File: src/rtl/multicycle_ctrl_if.sv
// multicycle_ctrl_if: controller-to-datapath/memory bundle; master = controller, slave = datapath and memories
interface multicycle_ctrl_if #(parameter int CNT_W = 32);
  logic [31:0] ir;
  logic imem_req, imem_ready, dmem_req, dmem_we, dmem_ready, alu_zero;
  logic [31:0] alu_instr;
  logic alu_a_sel;
  logic [1:0] alu_b_sel;
  logic ir_we, reg_we, pc_we, wb_sel;
  logic [2:0] state;
  logic halt;
  logic [1:0] err_code;
  logic [CNT_W-1:0] retired;
  modport master (
    input ir, imem_ready, dmem_ready, alu_zero,
    output imem_req, dmem_req, dmem_we, alu_instr, alu_a_sel, alu_b_sel,
    output ir_we, reg_we, pc_we, wb_sel, state, halt, err_code, retired
  );
  modport slave (
    output ir, imem_ready, dmem_ready, alu_zero,
    input imem_req, dmem_req, dmem_we, alu_instr, alu_a_sel, alu_b_sel,
    input ir_we, reg_we, pc_we, wb_sel, state, halt, err_code, retired
  );
endinterface

File: src/rtl/multicycle_ctrl.sv
// multicycle_ctrl: RV64I multi-cycle control FSM; ports clk, rst_n (async low) and bus (ir/ready/alu_zero in, strobes/selects/requests/status out)
module multicycle_ctrl #(
  parameter int CNT_W = 32,
  parameter int TIMEOUT = 16
) (
  input logic clk,
  input logic rst_n,
  multicycle_ctrl_if.master bus
);
  typedef enum logic [2:0] {FETCH = 3'd0, DECODE = 3'd1, EXEC = 3'd2, MEM = 3'd3, WB = 3'd4, PCUPD = 3'd5, TRAP = 3'd7} state_t;
  typedef enum logic [2:0] {T_R, T_I, T_LD, T_ST, T_BR} typ_t;
  localparam int WW = $clog2(TIMEOUT + 2);
  state_t state_q, state_d;
  typ_t typ_q, typ_d, dec;
  logic taken_q, taken_d;
  logic [1:0] err_q, err_d;
  logic [WW-1:0] wait_q, wait_d;
  logic [CNT_W-1:0] ret_q, ret_d;
  logic [6:0] op;
  logic illegal, tmo, exu;
  assign op = bus.ir[6:0];
  assign dec = op == 7'b0110011 ? T_R : op == 7'b0010011 ? T_I : op == 7'b0000011 ? T_LD :
               op == 7'b0100011 ? T_ST : T_BR;
  // only BEQ/BNE are supported branches: funct3 must be 000 or 001
  assign illegal = !(op inside {7'b0110011, 7'b0010011, 7'b0000011, 7'b0100011, 7'b1100011}) ||
                   (op == 7'b1100011 && bus.ir[14:13] != 2'b00);
  assign tmo = (TIMEOUT != 0) && (wait_q == WW'(TIMEOUT));
  assign exu = state_q inside {EXEC, MEM, WB};
  always_comb begin
    state_d = state_q;
    typ_d = typ_q;
    taken_d = taken_q;
    err_d = err_q;
    wait_d = wait_q;
    ret_d = ret_q;
    case (state_q)
      FETCH: begin
        // ready beats a timeout reached in the same cycle
        if (bus.imem_ready) state_d = DECODE;
        else if (tmo) begin
          state_d = TRAP;
          err_d = 2'd2;
        end else wait_d = wait_q + WW'(1);
      end
      DECODE: begin
        typ_d = dec;
        state_d = illegal ? TRAP : EXEC;
        err_d = illegal ? 2'd1 : err_q;
      end
      EXEC: begin
        taken_d = typ_q == T_BR && (bus.alu_zero ^ bus.ir[12]);
        state_d = typ_q inside {T_LD, T_ST} ? MEM : typ_q == T_BR ? PCUPD : WB;
        wait_d = '0;
      end
      MEM: begin
        if (bus.dmem_ready) state_d = typ_q == T_LD ? WB : PCUPD;
        else if (tmo) begin
          state_d = TRAP;
          err_d = 2'd3;
        end else wait_d = wait_q + WW'(1);
      end
      WB: state_d = PCUPD;
      PCUPD: begin
        state_d = FETCH;
        taken_d = 1'b0;
        ret_d = ret_q + CNT_W'(1);
        wait_d = '0;
      end
      default: state_d = TRAP;
    endcase
  end
  always_ff @(posedge clk or negedge rst_n) begin
    if (!rst_n) begin
      state_q <= FETCH;
      typ_q <= T_R;
      taken_q <= 1'b0;
      err_q <= 2'd0;
      wait_q <= '0;
      ret_q <= '0;
    end else begin
      state_q <= state_d;
      typ_q <= typ_d;
      taken_q <= taken_d;
      err_q <= err_d;
      wait_q <= wait_d;
      ret_q <= ret_d;
    end
  end
  // strobes and requests are gated by rst_n so they drop the moment reset asserts
  always_comb begin
    bus.imem_req = rst_n && state_q == FETCH;
    bus.ir_we = rst_n && state_q == FETCH && bus.imem_ready;
    bus.dmem_req = rst_n && state_q == MEM;
    bus.dmem_we = rst_n && state_q == MEM && typ_q == T_ST;
    bus.reg_we = rst_n && state_q == WB;
    bus.pc_we = rst_n && state_q == PCUPD;
    bus.wb_sel = state_q == WB && typ_q == T_LD;
    bus.alu_instr = exu ? bus.ir : state_q == PCUPD ? 32'h0000_0033 : 32'h0;
    bus.alu_a_sel = state_q == PCUPD;
    bus.alu_b_sel = state_q == PCUPD ? (taken_q ? 2'd1 : 2'd2) :
                    (exu && typ_q inside {T_I, T_LD, T_ST}) ? 2'd1 : 2'd0;
    bus.state = state_q;
    bus.halt = state_q == TRAP;
    bus.err_code = err_q;
    bus.retired = ret_q;
  end
endmodule

File: src/flat_wrapper.sv
// flat-port wrapper written by rule: the top's interface ports become plain ports
module multicycle_ctrl_flat 
#(
  parameter int CNT_W = 32,
  parameter int TIMEOUT = 16
)
  (clk, rst_n, bus_ir, bus_imem_ready, bus_dmem_ready, bus_alu_zero, bus_imem_req, bus_dmem_req, bus_dmem_we, bus_alu_instr, bus_alu_a_sel, bus_alu_b_sel, bus_ir_we, bus_reg_we, bus_pc_we, bus_wb_sel, bus_state, bus_halt, bus_err_code, bus_retired);
  multicycle_ctrl_if #(.CNT_W(CNT_W)) bus_i ();
  input logic clk;
  input logic rst_n;
  input wire logic [$bits(bus_i.ir)-1:0] bus_ir;
  input wire logic [$bits(bus_i.imem_ready)-1:0] bus_imem_ready;
  input wire logic [$bits(bus_i.dmem_ready)-1:0] bus_dmem_ready;
  input wire logic [$bits(bus_i.alu_zero)-1:0] bus_alu_zero;
  output wire logic [$bits(bus_i.imem_req)-1:0] bus_imem_req;
  output wire logic [$bits(bus_i.dmem_req)-1:0] bus_dmem_req;
  output wire logic [$bits(bus_i.dmem_we)-1:0] bus_dmem_we;
  output wire logic [$bits(bus_i.alu_instr)-1:0] bus_alu_instr;
  output wire logic [$bits(bus_i.alu_a_sel)-1:0] bus_alu_a_sel;
  output wire logic [$bits(bus_i.alu_b_sel)-1:0] bus_alu_b_sel;
  output wire logic [$bits(bus_i.ir_we)-1:0] bus_ir_we;
  output wire logic [$bits(bus_i.reg_we)-1:0] bus_reg_we;
  output wire logic [$bits(bus_i.pc_we)-1:0] bus_pc_we;
  output wire logic [$bits(bus_i.wb_sel)-1:0] bus_wb_sel;
  output wire logic [$bits(bus_i.state)-1:0] bus_state;
  output wire logic [$bits(bus_i.halt)-1:0] bus_halt;
  output wire logic [$bits(bus_i.err_code)-1:0] bus_err_code;
  output wire logic [$bits(bus_i.retired)-1:0] bus_retired;
  assign bus_i.ir = bus_ir;
  assign bus_i.imem_ready = bus_imem_ready;
  assign bus_i.dmem_ready = bus_dmem_ready;
  assign bus_i.alu_zero = bus_alu_zero;
  assign bus_imem_req = bus_i.imem_req;
  assign bus_dmem_req = bus_i.dmem_req;
  assign bus_dmem_we = bus_i.dmem_we;
  assign bus_alu_instr = bus_i.alu_instr;
  assign bus_alu_a_sel = bus_i.alu_a_sel;
  assign bus_alu_b_sel = bus_i.alu_b_sel;
  assign bus_ir_we = bus_i.ir_we;
  assign bus_reg_we = bus_i.reg_we;
  assign bus_pc_we = bus_i.pc_we;
  assign bus_wb_sel = bus_i.wb_sel;
  assign bus_state = bus_i.state;
  assign bus_halt = bus_i.halt;
  assign bus_err_code = bus_i.err_code;
  assign bus_retired = bus_i.retired;
  multicycle_ctrl #(.CNT_W(CNT_W), .TIMEOUT(TIMEOUT)) u_core (.clk(clk), .rst_n(rst_n), .bus(bus_i));
endmodule
File: config.mk
export PLATFORM = sky130hd
export DESIGN_NAME = multicycle_ctrl_flat
export DESIGN_NICKNAME = d
export VERILOG_FILES = /design/src/rtl/multicycle_ctrl_if.sv /design/src/rtl/multicycle_ctrl.sv /design/src/flat_wrapper.sv
export SDC_FILE = /design/constraint.sdc
export NUM_CORES = 1
export LEC_CHECK = 0
export CAP_MARGIN = 20
export CORE_ASPECT_RATIO = 1.25
export CORE_MARGIN = 2
export CORE_UTILIZATION = 35
export DETAILED_ROUTE_END_ITERATION = 12
export PLACE_DENSITY = 0.69
export SLEW_MARGIN = 0
export SYNTH_ARGS = -nofsm -noshare
export SYNTH_HDL_FRONTEND = slang
export SYNTH_SLANG_ARGS = --single-unit
File: constraint.sdc
create_clock -name clk -period 4.4 [get_ports clk]
set_clock_uncertainty 0.2 [all_clocks]
set_input_delay 0.44 -clock clk [delete_from_list [all_inputs] [get_ports clk]]
set_output_delay 0.44 -clock clk [all_outputs]
set_load 0.05 [all_outputs]
# --- Word-level counts from Yosys, hierarchy flattened ---
# Index checks and enable logic that the tools add are counted.
classes:
  add_sub_neg: 2
  multipliers: 0
  div_mod_pow: 0
  n_lt_le_gt_ge: 0
  eq_ne: 21
  shift: 0
  mux: 28
  n_bitwise: 1
  n_reduce_logical: 24
ops:
  columns: ["cell", "n"]
  rows:
  - ["$add A32 B1 Y32 const B", 1]
  - ["$mux W32", 1]
  - ["$mux W3", 9]
  - ["$pmux W3 S6", 1]
  - ["$mux W5", 3]
  - ["$pmux W5 S3", 1]
  - ["$eq A7 B6 Y1 const B", 2]
  - ["$mux W2", 7]
  - ["$eq A3 B2 Y1 const B", 4]
  - ["$eq A3 B3 Y1 const B", 4]
  - ["$reduce_bool A3 Y1", 4]
  - ["$logic_and A1 B1 Y1", 10]
  - ["$eq A7 B2 Y1 const B", 1]
  - ["$eq A7 B5 Y1 const B", 1]
  - ["$eq A7 B7 Y1 const B", 1]
  - ["$eq A3 B1 Y1 const B", 2]
  - ["$mux W6", 1]
  - ["$ne A2 B1 Y1 const B", 3]
  - ["$pmux W2 S3", 1]
  - ["$reduce_and A6 Y1", 1]
  - ["$reduce_bool A2 Y1", 3]
  - ["$add A5 B1 Y5 const B", 1]
  - ["$eq A5 B5 Y1 const B", 1]
  - ["$reduce_bool A5 Y1", 1]
  - ["other kinds (9)", 12]
totals:
  ff_bits: 46
  latch_bits: 0
  ram_bits: 0
  mem_bits_ro: 0
  input_bits: 37
  output_inout_bits: 80
  elab_cells: 82
  n_memories: 0

# --- Depth between registers and ports, before layout ---
depth:
  word_depth: 6
  mapped_depth: 7
  depth_no_buf: 7

# --- Worst setup path before layout ---
# No wires, ideal clock.
synth_path:
  kind: "register -> output"
  startpoint: "register u_core.state_q[0] (netlist: u_core.bus.state[0])"
  endpoint: "output bus_ir_we"
  arrival_time_ns: 2.760
  slack_ns: 1.000
  path_stages_with_launch: 4
  cell_sequence: "dfrtp_1 or2_2 nor3b_1 and2_1"
synth_between:
  elab_chain_cells: 3
synth_rtl:
  columns: ["item", "line", "source"]
  rows:
  - ["start: declaration", "multicycle_ctrl.sv:13", "state_t state_q, state_d;"]
  - ["start signal: assignment", "multicycle_ctrl.sv:81", "state_q <= state_d;"]
  - ["$logic_not A3 Y1", null, null]
  - ["$logic_and A1 B1 Y1", null, null]
  - ["via bus_imem_req", "flat_wrapper.sv:15", "output wire logic [$bits(bus_i.imem_req)-1:0] bus_imem_req;"]
  - ["$logic_and A1 B1 Y1", "multicycle_ctrl.sv:92", "bus.ir_we = rst_n && state_q == FETCH && bus.imem_ready;"]
  - ["end: declaration", "flat_wrapper.sv:21", "output wire logic [$bits(bus_i.ir_we)-1:0] bus_ir_we;"]
# The timed path passes the listed nets, and every way through them passes these cells.

# --- Worst setup path after layout ---
layout_path:
  startpoint: "input rst_n"
  endpoint: "output bus_ir_we"
layout_between:
  elab_chain_cells: 2
layout_rtl:
  columns: ["item", "line", "source"]
  rows:
  - ["start: declaration", "flat_wrapper.sv:10", "input logic rst_n;"]
  - ["$logic_and A1 B1 Y1 (2 in a row)", "multicycle_ctrl.sv:92", null]
# Every way passes these cells.

==> flow_metrics.py <==
metrics = {
    "floorplan": {
        "placementRows": 35,
        "core_sq_um": 7270,
        "die_h_um": 100,
        "initial_utilization_pct": 35.7,
        "die_area_sq_um": 8130,
        "io_pins": 117,
        "chipWidth_um": 81.1,
    },
    "sta": {
        "hold_ws_ns": 0.282,
        "rsz0062_at_grt": "no",
        "final_max_slew_viol_count": 0,
        "setup_tns_ns": 0,
        "finalCritPeriodShare_pct": 74.9,
        "setup-violations-final": 0,
        "fin_crit_ns": 3.30,
        "max_freq_mhz": 303,
        "maxSlewHeadroom_pct": 63.1,
        "finalHoldViolations": 0,
        "worstMarginPinSlew_ns": 0.552,
    },
    "setup_path": {
        "startpoint": "rst_n",
        "cp_max_fo": 17,
        "reg2reg_to": "u_core.bus.retired[17]",
        "startpoint_type": "input port",
        "cp.required_ns": 3.76,
        "critPathKind": "in -> out",
        "r2r_setup_slack_ns": 2.21,
        "r2r_start": "u_core.bus.state[2]",
        "endpoint": "bus_ir_we",
        "cp-end-kind": "primary output",
        "worstPathArrival_ns": 2.66,
        "ff2ff_path_depth": 5,
    },
    "placement": {
        "dp.cells": 472,
        "io_buffers": 116,
        "place.gp.congestion": 0.819,
        "hpwlAfterDp_um": 5410,
    },
    "synth": {
        "synthTopCellsByArea": "dfrtp_1 44%, xnor2_1 9.8%, nor2b_1 7.5%, nand2_1 3.2%, nor2_1 3.2%",
        "yosysMostFrequentCell": "dfrtp_1",
        "synth_ff_type": "dfrtp_1",
        "synth-seq-cells": 46,
        "synth_top_area_cell": "dfrtp_1",
        "synth_common_cells": "46 x dfrtp_1, 31 x nor2b_1, 29 x xnor2_1",
        "async_flop_share_pct": 100,
        "syn_area_sq_um": 2600,
        "synth_nets": 310,
        "seq_area_frac_synth_pct": 44.3,
        "syn_inst": 270,
        "synth_edf_count": 0,
        "ys_types": 44,
        "syn_avg_cell_area_sq_um": 9.62,
        "ys_warn_count": 0,
        "synth.top_cell.area_share_pct": 44.3,
    },
    "route": {
        "dr.pass1.iters": 4,
        "dr.first_iter.drc_count": 70,
        "wirelength_um": 6880,
        "via_per_inst": 4.95,
        "via_count": 2382,
        "ant_nets": 0,
        "drc": 0,
        "post_drt_wl_per_cell_um": 14.3,
    },
    "global_routing": {
        "grt_max_degree": 35,
        "gr-total-overflow": 0,
        "grt.total_usage_pct": 17.9,
        "grt_pass1_wl_um": 11300,
        "antenna_found_initial": 0,
        "grt_pass1_vias": 2378,
    },
    "layout": {
        "postLayoutCoreUtil_pct": 54.7,
        "num_antenna_cells": 0,
        "final-instance-count-excl-fill": 481,
        "nets": 428,
        "drive_above_1_share_pct": 6.17,
        "areaGrowthSynthToFinish_pct": 53.0,
    },
    "status": {
        "status": "finished, final reports clean",
    },
    "clocking": {
        "clock-sinks": 46,
        "post-cts-setup-buffer-count": 0,
        "cts_resized": 0,
        "cts_hold_buf": 1,
        "clock_latency_ns": 0.30,
        "cts_buffers": 5,
        "cts-root-buf": "clkbuf_8",
        "clockBufferDepth": 2,
        "cts_max_level": 2,
        "cts_tree": "yes",
        "clkTransAtPathRegs_ns": 0.09,
    },
    "pwr": {
        "p_clk_share_pct": 13.8,
        "p_switching_w": 0.00122,
        "p_leak_nw": 1.66,
        "irDropWorstVdd_mv": 0.425,
        "power_density_nw_per_um2": 586,
        "combPwrFrac_pct": 61.9,
        "p_int_w": 0.00111,
        "p_sw_share_pct": 52.4,
        "seqPwrFrac_pct": 24.4,
    },
    "min_path": {
        "hold_class": "reg -> reg",
    },
    "run": {
        "drv_cap": 0,
    },
}
==> per-layer routing <==
metal  GRT usage [%]  vias to the layer above  wire (um)
li1                -                     1163          -
met1            21.0                     1095       2710
met2            30.9                      113       3420
met3            5.67                       11        628
met4            5.48                        0        124
met5               0                        -          0
==> flip-flops by register name, indices dropped and copies added, names as in the netlist <==
| signal | flops |
|---|---|
| u_core.typ_q | 3 |
| u_core.bus.err_code | 2 |
| u_core.bus.retired | 32 |
| u_core.bus.state | 3 |
| u_core.taken_q | 1 |
| u_core.wait_q | 5 |
==> stage by stage <==
step	worst slack (ns)	total power [W]	instance area [sq um]
after floorplan	1.00	0.00154	2600
after global placement	1.57	0.00202	3850
after detailed placement	1.51	0.00202	3850
after CTS	1.09	0.00235	3980
after global routing	0.966	0.00245	3980
final	1.10	0.00233	3980
==> layout by cell type (no fill, tap or decap), types with 2 or more instances in the layout <==
| cell type | n |
|---|---|
| o31ai_1 | 3 |
| nand3_1 | 11 |
| and4_1 | 2 |
| nand4_4 | 2 |
| nor3_1 | 2 |
| a21oi_1 | 5 |
| clkdlybuf4s50_1 | 115 |
| and3_1 | 8 |
| nor2_1 | 22 |
| xnor2_1 | 29 |
| clkbuf_8 | 5 |
| clkinvlp_4 | 2 |
| buf_4 | 2 |
| nand4_1 | 12 |
| dfrtp_1 | 46 |
| nor2b_1 | 31 |
| o21ai_0 | 9 |
| nand2b_1 | 5 |
| inv_1 | 11 |
| nor3_4 | 2 |
| nor4_1 | 3 |
| xor2_1 | 8 |
| a21o_1 | 2 |
| ha_1 | 3 |
| nand2_1 | 22 |
| and2_1 | 3 |
==> logic make-up after synthesis <==
family,Yosys count,share of synthesized area [%]
buffers and inverters,19,3.03
adder cells (fa/ha/maj),3,1.44
AND/OR/NAND/NOR,137,31.8
multiplexers,1,0.433
XOR/XNOR,37,12.5
flip-flops,46,44.3
AO/OA/AOI/OAI,27,6.50
==> worst min path at each step <==
stage	from	endpoint	slack, ns	cells after the start
2_1_floorplan	rst_n	u_core.bus.err_code[0]	-0.06	0
3_3_place_gp	rst_n	u_core.bus.retired[7]	0.16	1
3_5_place_dp	rst_n	u_core.bus.retired[5]	0.17	1
4_1_cts	u_core.bus.retired[31]	u_core.bus.retired[31]	0.28	1
5_1_grt	u_core.bus.retired[31]	u_core.bus.retired[31]	0.33	1
6_report	u_core.bus.retired[31]	u_core.bus.retired[31]	0.28	1
==> power by group through the flow <==
stage          combinational [W]  clock, W  sequential (W)
4_1_cts                  0.00145  0.000329        0.000568
3_5_place_dp             0.00144         0        0.000575
6_report                 0.00144  0.000320        0.000567
2_1_floorplan           0.000886         0        0.000652
3_3_place_gp             0.00144         0        0.000573
5_1_grt                  0.00152  0.000342        0.000583
==> critical path: stages <==
cell             delay [ns]
dlygate4sd3_1          0.52
buf_2                  0.33
nor3b_1                0.38
and2_1                 0.18
clkdlybuf4s50_1        0.79
==> area by class of cell <==
cell class | count | area, sq um
tap | 92 | 115
fill | 725 | 3290
clock inverter | 3 | 45.0
inverter | 11 | 41.3
clock buffer | 5 | 68.8
sequential | 46 | 1150
multi-input combinational | 205 | 1370
timing repair buffer | 119 | 1180
No activity file was read; power rests on OpenSTA's default activity.
